<file path="src/rtl/dmem_arbiter_pkg.sv">
// Shared data-memory encodings: MEM_* access codes and arbiter FSM states.
// Used by the arbiter and by the data memory that decodes mem_ctl.
package dmem_arbiter_pkg;

    localparam logic [3:0] MEM_LB  = 4'h0;
    localparam logic [3:0] MEM_LH  = 4'h1;
    localparam logic [3:0] MEM_LW  = 4'h2;
    localparam logic [3:0] MEM_LBU = 4'h4;
    localparam logic [3:0] MEM_LHU = 4'h5;
    localparam logic [3:0] MEM_SB  = 4'h8;
    localparam logic [3:0] MEM_SH  = 4'h9;
    localparam logic [3:0] MEM_SW  = 4'hA;

    typedef enum logic [1:0] {
        StIdle,
        StAccess,
        StResp
    } arb_state_e;

    // Unknown codes count as faulty so they never reach memory.
    function automatic logic ctl_bad(input logic [3:0] ctl, input logic [1:0] lsb);
        case (ctl)
            MEM_LB, MEM_LBU, MEM_SB: ctl_bad = 1'b0;
            MEM_LH, MEM_LHU, MEM_SH: ctl_bad = lsb[0];
            MEM_LW, MEM_SW:          ctl_bad = |lsb;
            default:                 ctl_bad = 1'b1;
        endcase
    endfunction

endpackage

</file>
<file path="src/rtl/dmem_arbiter_rr_arb2.sv">
// Two-way round-robin pick: on a tie the port not granted last wins.
module rr_arb2 (
    input  logic       req0_i,
    input  logic       req1_i,
    input  logic       last_i,
    output logic [1:0] gnt_o
);

    always_comb begin
        gnt_o = {req1_i, req0_i};
        if (req0_i && req1_i) begin
            gnt_o = last_i ? 2'b01 : 2'b10;
        end
    end

endmodule

</file>
<file path="src/rtl/dmem_arbiter.sv">
// Two-port data-memory arbiter: one transaction at a time, fixed 3-cycle
// accept/access/respond sequence, alignment and window checking.
module dmem_arbiter
    import dmem_arbiter_pkg::*;
#(
    parameter int unsigned ADDR_W = 32,
    parameter int unsigned MEM_AW = 10
) (
    input  logic              clk,
    input  logic              rst,
    input  logic              p0_valid,
    input  logic              p1_valid,
    output logic              p0_ready,
    output logic              p1_ready,
    input  logic [ADDR_W-1:0] p0_addr,
    input  logic [ADDR_W-1:0] p1_addr,
    input  logic [31:0]       p0_wdata,
    input  logic [31:0]       p1_wdata,
    input  logic              p0_wr,
    input  logic              p1_wr,
    input  logic [3:0]        p0_ctl,
    input  logic [3:0]        p1_ctl,
    output logic              p0_rsp_valid,
    output logic              p1_rsp_valid,
    output logic [31:0]       p0_rsp_data,
    output logic [31:0]       p1_rsp_data,
    output logic              p0_rsp_err,
    output logic              p1_rsp_err,
    output logic [31:0]       mem_addr,
    output logic [31:0]       mem_wdata,
    output logic              mem_wr,
    output logic [3:0]        mem_ctl,
    input  logic [31:0]       mem_rdata,
    output logic [7:0]        err_count
);

    arb_state_e        state_q, state_d;
    logic              last_q;
    logic              owner_q;
    logic              wr_q;
    logic              err_q;
    logic [31:0]       addr_q;
    logic [31:0]       wdata_q;
    logic [3:0]        ctl_q;
    logic [31:0]       rsp_data_q;
    logic              rsp_err_q;
    logic [7:0]        err_count_q;

    logic [1:0]        gnt;
    logic              sel;
    logic              accept;
    logic [ADDR_W-1:0] req_addr;
    logic [31:0]       req_wdata;
    logic              req_wr;
    logic [3:0]        req_ctl;
    logic              req_err;

    rr_arb2 u_rr_arb2 (
        .req0_i (p0_valid),
        .req1_i (p1_valid),
        .last_i (last_q),
        .gnt_o  (gnt)
    );

    assign sel    = gnt[1];
    assign accept = (state_q == StIdle) && (|gnt);

    always_comb begin
        req_addr  = sel ? p1_addr  : p0_addr;
        req_wdata = sel ? p1_wdata : p0_wdata;
        req_wr    = sel ? p1_wr    : p0_wr;
        req_ctl   = sel ? p1_ctl   : p0_ctl;
        // Any address bit above the word window makes the access illegal.
        req_err   = ctl_bad(req_ctl, req_addr[1:0]) || ((req_addr >> (MEM_AW + 2)) != '0);
    end

    always_comb begin
        state_d = state_q;
        unique case (state_q)
            StIdle:   if (|gnt) state_d = StAccess;
            StAccess: state_d = StResp;
            StResp:   state_d = StIdle;
            default:  state_d = StIdle;
        endcase
    end

    always_ff @(posedge clk or posedge rst) begin
        if (rst) begin
            state_q     <= StIdle;
            last_q      <= 1'b1;
            owner_q     <= 1'b0;
            wr_q        <= 1'b0;
            err_q       <= 1'b0;
            addr_q      <= '0;
            wdata_q     <= '0;
            ctl_q       <= '0;
            rsp_data_q  <= '0;
            rsp_err_q   <= 1'b0;
            err_count_q <= '0;
        end else begin
            state_q <= state_d;
            if (accept) begin
                owner_q <= sel;
                last_q  <= sel;
                wr_q    <= req_wr;
                err_q   <= req_err;
                addr_q  <= 32'(req_addr);
                wdata_q <= req_wdata;
                ctl_q   <= req_ctl;
            end
            if (state_q == StAccess) begin
                rsp_data_q <= (wr_q || err_q) ? '0 : mem_rdata;
                rsp_err_q  <= err_q;
                if (err_q && (err_count_q != 8'hFF)) begin
                    err_count_q <= err_count_q + 8'd1;
                end
            end
        end
    end

    always_comb begin
        p0_ready     = accept && gnt[0] && !rst;
        p1_ready     = accept && gnt[1] && !rst;
        p0_rsp_valid = (state_q == StResp) && !owner_q;
        p1_rsp_valid = (state_q == StResp) && owner_q;
        p0_rsp_data  = p0_rsp_valid ? rsp_data_q : '0;
        p1_rsp_data  = p1_rsp_valid ? rsp_data_q : '0;
        p0_rsp_err   = p0_rsp_valid && rsp_err_q;
        p1_rsp_err   = p1_rsp_valid && rsp_err_q;
        mem_addr     = addr_q;
        mem_wdata    = wdata_q;
        mem_ctl      = ctl_q;
        mem_wr       = (state_q == StAccess) && wr_q && !err_q && !rst;
        err_count    = err_count_q;
    end

endmodule

</file>
<file path="config.mk">
export PLATFORM = sky130hd
export DESIGN_NAME = dmem_arbiter
export DESIGN_NICKNAME = d
export VERILOG_FILES = /design/src/rtl/dmem_arbiter_pkg.sv /design/src/rtl/dmem_arbiter_rr_arb2.sv /design/src/rtl/dmem_arbiter.sv
export SDC_FILE = /design/constraint.sdc
export NUM_CORES = 1
export LEC_CHECK = 0
export BUFFER_PORTS_ARGS = -buffer_cell sky130_fd_sc_hd__buf_2
export CELL_PAD_IN_SITES_DETAIL_PLACEMENT = 2
export CELL_PAD_IN_SITES_GLOBAL_PLACEMENT = 2
export CORE_MARGIN = 2
export CORE_UTILIZATION = 24
export CTS_CLUSTER_SIZE = 12
export DETAILED_ROUTE_END_ITERATION = 8
export GPL_ROUTABILITY_DRIVEN = 0
export PLACE_DENSITY = 0.84
export SETUP_SLACK_MARGIN = 0.2
export SLEW_MARGIN = 10
export SYNTH_ARGS = -nofsm -noshare
export SYNTH_HDL_FRONTEND = slang
export SYNTH_SLANG_ARGS = --single-unit
</file>
<file path="constraint.sdc">
create_clock -name clk -period 5 [get_ports clk]
set_input_delay 1 -clock clk [delete_from_list [all_inputs] [get_ports clk]]
set_output_delay 1 -clock clk [all_outputs]
set_load 0.01 [all_outputs]
</file>
* After elaboration in Yosys (flattened, before gate mapping) *
Cells that the tools add are included.

operators by class
  add/subtract/negate cells = 1
  eq/ne operators = 11
  muxes and demuxes = 12
  reduce and logical (&&, ||, !) cells = 28

operator list
  cell                   count
  $mux W32               5
  $reduce_bool A32 Y1    1
  $logic_and A1 B1 Y1    14
  $eq A4 B4 Y1 const B   3
  $add A8 B1 Y8 const B  1
  $eq A4 B3 Y1 const B   2
  $ne A8 B8 Y1 const B   1
  $mux W2                3
  $reduce_or A2 Y1       3
  $reduce_or A3 Y1       2
  $eq A4 B1 Y1 const B   1
  $eq A4 B2 Y1 const B   1
  $logic_not A4 Y1       1
  $mux W4                1
  $pmux W2 S2            1
  $logic_not A1 Y1       3
  $pmux W1 S3            1
  $eq A2 B1 Y1 const B   1
  $eq A2 B2 Y1 const B   1
  $logic_not A2 Y1       1
  $logic_or A1 B1 Y1     2
  $ne A2 B1 Y1 const B   1
  $reduce_and A2 Y1      1
  $mux W1                1

word-level totals
  flip-flop bits (word level) = 115
  bits of input ports = 174
  word-level logic and storage cells = 63

* Longest topological paths before layout *
  depth in word-level cells = 7
  gate-level depth with buffers = 6

* Hierarchy *
A second synthesis with hierarchy kept.

second synthesis, totals
  cell total of the unflattened synthesis = 529
  area total of the unflattened synthesis = 5557.8 µm²

modules (own cells, without submodules)
  module        times used  cells an instance  area an instance (µm²)  sequential area each (µm²)
  dmem_arbiter  1           526                5539.1                  2879.0
  rr_arb2       1           3                  18.8                    0.0

* Worst setup path before layout *
Ideal clock, no wire load.

  path kind = input to output
  start = in p1_valid
  end = out p1_ready
  data arrival time = 1.909 ns
  setup slack = 2.091 ns
  stages on the path = 4
  path buffers = 2
  path through = a21bo_2 > buf_2 > buf_1 > nor4_1

on the way
  cells in the longest elaborated chain, start to end = 6

RTL lines
  what                                 line                        source
  start: declaration                   dmem_arbiter.sv:12          input logic p1_valid,
  $logic_and A1 B1 Y1                  dmem_arbiter_rr_arb2.sv:11  if (req0_i && req1_i) begin
  $mux W2 *                            dmem_arbiter_rr_arb2.sv:11
  $reduce_or A2 Y1                     dmem_arbiter.sv:66          assign accept = (state_q == StIdle) && (|gnt);
  $logic_and A1 B1 Y1                  dmem_arbiter.sv:66
  $logic_and A1 B1 Y1 * (2 in series)  dmem_arbiter.sv:123         p1_ready = accept && gnt[1] && !rst;
  end: declaration                     dmem_arbiter.sv:14          output logic p1_ready,

Mark *: on every way between the ends. The rest lies on a longest branch, timed or not.

* Worst setup path in the final report *
  start = reg state_q[0]
  end = out p1_rsp_data[13]

on the way
  cells in the longest elaborated chain, start to end = 3

RTL lines
  what                      line                 source
  start: declaration        dmem_arbiter.sv:37   arb_state_e state_q, state_d;
  start signal: assignment  dmem_arbiter.sv:89   state_q <= StIdle;
  start signal: assignment  dmem_arbiter.sv:101  state_q <= state_d;
  $eq A2 B2 Y1              dmem_arbiter.sv:125  p1_rsp_valid = (state_q == StResp) && owner_q;
  $logic_and A1 B1 Y1       dmem_arbiter.sv:125
  $mux W32                  dmem_arbiter.sv:127  p1_rsp_data = p1_rsp_valid ? rsp_data_q : '0;
  end: declaration          dmem_arbiter.sv:26   output logic [31:0] p1_rsp_data,

No other way between the ends.

==> qor.txt <==
largest net degree at the start of global routing: 80
post-synth cell types: 35
grt ovf: 0
CTS HTree Levels: 4
peak supply drop: 177 uV
RSZ-0062 raised after global routing: no
final core occ: 35.3%
initial antenna violation count: 3
Worst R2R Start: state_q[0]$_DFFE_PP0P_
skew final: 17.0 ps
Critical Path, Cell by Cell: and3b_1 -> and2_1 -> buf_2
Area Overhead vs Synth: 45.8%
hold path startpoint: err_count[5]$_DFFE_PP0P_
Mapped Nets: 771
Overall Global Routing Usage: 18.4%
Synth Register Bits: 115
clk sink count: 115
final worst path period need: 3150 ps
max-slew violation count: 0
Post-synth EDFFs: 0
synth warn: 0
final setup fails: 0
routed via count: 5649
Crit Path Max Fanout: 34
max-cap viol count: 0
Final ANT Viol Nets: 0
crit path kind: reg2out
Post-route DRC: 0
vias in the first global route: 6062
CP max stage delay: 870 ps
Die Y: 154 um
NumNets Final: 1076
Core ar.: 22400 um2
initial drt markers: 178
num rows: 55
post-route setup TNS: 0 ps
Via density: 4.70
worst relative slew slack: 35.1%
# resized after CTS: 0
placed wire-length estimate: 16.7 mm
port buffer count: 320
max frequency: 318 MHz
CTS Hold Bufs: 0
Leak: 0.00406 uW
proportion of layout cells with a drive suffix above 1: 40.6%
Hold Path Class: reg2reg
Synth Instances: 596
critical path's slowest cell: and3b_1
first-pass GRT wire length: 34.3 mm
mapped cell area: 5430 um2
CP arrival: 2150 ps
first-pass detailed-route iteration total: 4
Worst setup EP type: output pin
Critical Path RT: 4000 ps
clk_lat worst skew: 420 ps
Reg clk slew, reported paths: 60 ps
final period utilization: 63.0%
Top FF cell, synth: dfrtp_1
Worst Tran Pin Value: 971 ps
syn avg cell area: 9.10 um2
Final Hold Viols: 0
delay-heaviest family, CP: simple AND/OR/NAND/NOR gates
asr flop ratio synth: 100%
cts bufs inserted: 17
CP Launch Point: state_q[0]$_DFFE_PP0P_
status: finished clean
pwr dens: 533 nW/um2
Root Driver: clkbuf_16
WP buf/inv: 1
CTS tree: done
CTS Buffer Depth: 2
sequential share of the synthesized area: 53.1%
Ports: 321
DRT Wirelength: 21.9 mm
Starting Density: 24.2%
setup bufs post-CTS: 0
Die Span X: 154 um
Worst setup SP type: flop
wire length per cell: 18.2 um
Die ar.: 23800 um2
==> report_power, final <==
group / total, uW / internal (uW) / switching (uW) / leakage [uW]
logic: 1490 / 567 / 926 / 0.00239
registers: 1480 / 1270 / 214 / 0.00139
clock network: 1240 / 782 / 463 / 0.000286
==> per-layer routing <==
metal	track usage, %	part of all wire, %	vias up
met5	0	0	-
met2	32.6	51	217
met4	5.60	1.7	0
met1	20.9	40	2757
li1	-	-	2657
met3	6.53	7.2	18
==> worst paths after layout <==
| check | endpoint | slack (ps) | depth (start not counted) |
|---|---|---|---|
| max in group asynchronous | mem_ctl[3]$_DFFE_PP0P_ | 3370 | 3 |
| min in group asynchronous | rsp_data_q[9]$_DFFE_PP0P_ | 620 | 2 |
| min reg2reg | err_count[5]$_DFFE_PP0P_ | 490 | 1 |
| max | p1_rsp_data[13] | 1850 | 3 |
| min | err_count[5]$_DFFE_PP0P_ | 490 | 1 |
| max reg2reg | mem_wdata[25]$_DFFE_PP0P_ | 2800 | 4 |
==> Yosys cell counts, drive strengths merged (2+ instances only) <==
cell,count,area [um2]
clkbuf,20,75.1
a21oi,3,15.0
a31oi,68,425
nand3,4,20.0
xor2,2,17.5
and4,3,26.3
nor3,6,40.0
and3,2,12.5
nand2,139,522
and2,67,419
buf,24,113
nor2,70,263
o211ai,3,22.5
nand4,2,12.5
mux2,3,33.8
a22o,33,289
o21ai,3,15.0
inv,3,11.3
dfrtp,114,2850
nor4,10,62.6
xnor2,5,43.8
==> worst reg2reg max path, delay by kind of cell (launching register included) <==
| family | cells | cell delay [ps] |
|---|---|---|
| and+or+nand+nor | 2 | 970 |
| buffers and inverters | 1 | 520 |
| DFF | 1 | 480 |
| AOI/OAI and AO/OA | 1 | 170 |
==> metrics by stage <==
stage | power, uW | area, um2 | setup WS [ps] | hold WS [ps] | instances
final | 4220 | 7910 | 1850 | 490 | 1202
after global routing | 4520 | 7910 | 1690 | 525 | 1201
after CTS | 4310 | 7900 | 1810 | 497 | 1198
after detailed placement | 3030 | 7310 | 2140 | 485 | 1167
after global placement | 2960 | 7310 | 2240 | 485 | 1167
after floorplan | 2330 | 5430 | 958 | 452 | 596
==> registers in the layout, indices dropped and copies added, names as in the netlist, 2 cells and up <==
| name | count |
|---|---|
| mem_ctl | 4 |
| state_q | 2 |
| mem_wdata | 32 |
| err_count | 8 |
| mem_addr | 32 |
| rsp_data_q | 32 |
==> kinds of logic after synthesis <==
logic type	after synthesis	synth area share [%]
flip-flops	115	53.1
multiplexers	4	0.807
AND/OR/NAND/NOR	308	26.2
XOR/XNOR	7	1.13
adder cells (fa/ha/maj)	1	0.231
AO/OA/AOI/OAI	114	14.9
buffers and inverters	47	3.67
==> cell type report <==
| cell class | instances | area, um2 |
|---|---|---|
| fillers | 2626 | 14500 |
| flip-flops and latches | 115 | 2880 |
| multi-input cells | 434 | 2370 |
| repair buffers | 330 | 1690 |
| clock buffers | 18 | 429 |
| well taps | 285 | 357 |
| clock inverters | 13 | 160 |
| inverters | 3 | 13.8 |
| diodes | 4 | 10.0 |
==> layout by cell type (no fill, tap or decap), types with 5 or more instances in the layout <==
master	netlist	routed
xnor2_1	5	5
a22o_1	33	33
clkbuf_16	0	17
and2_1	67	67
nand2_1	139	139
dfrtp_1	114	114
nor4_1	10	10
a31oi_1	68	68
buf_2	18	320
nor2_1	70	70
buf_4	0	9
(Power assumes the default switching activity.)
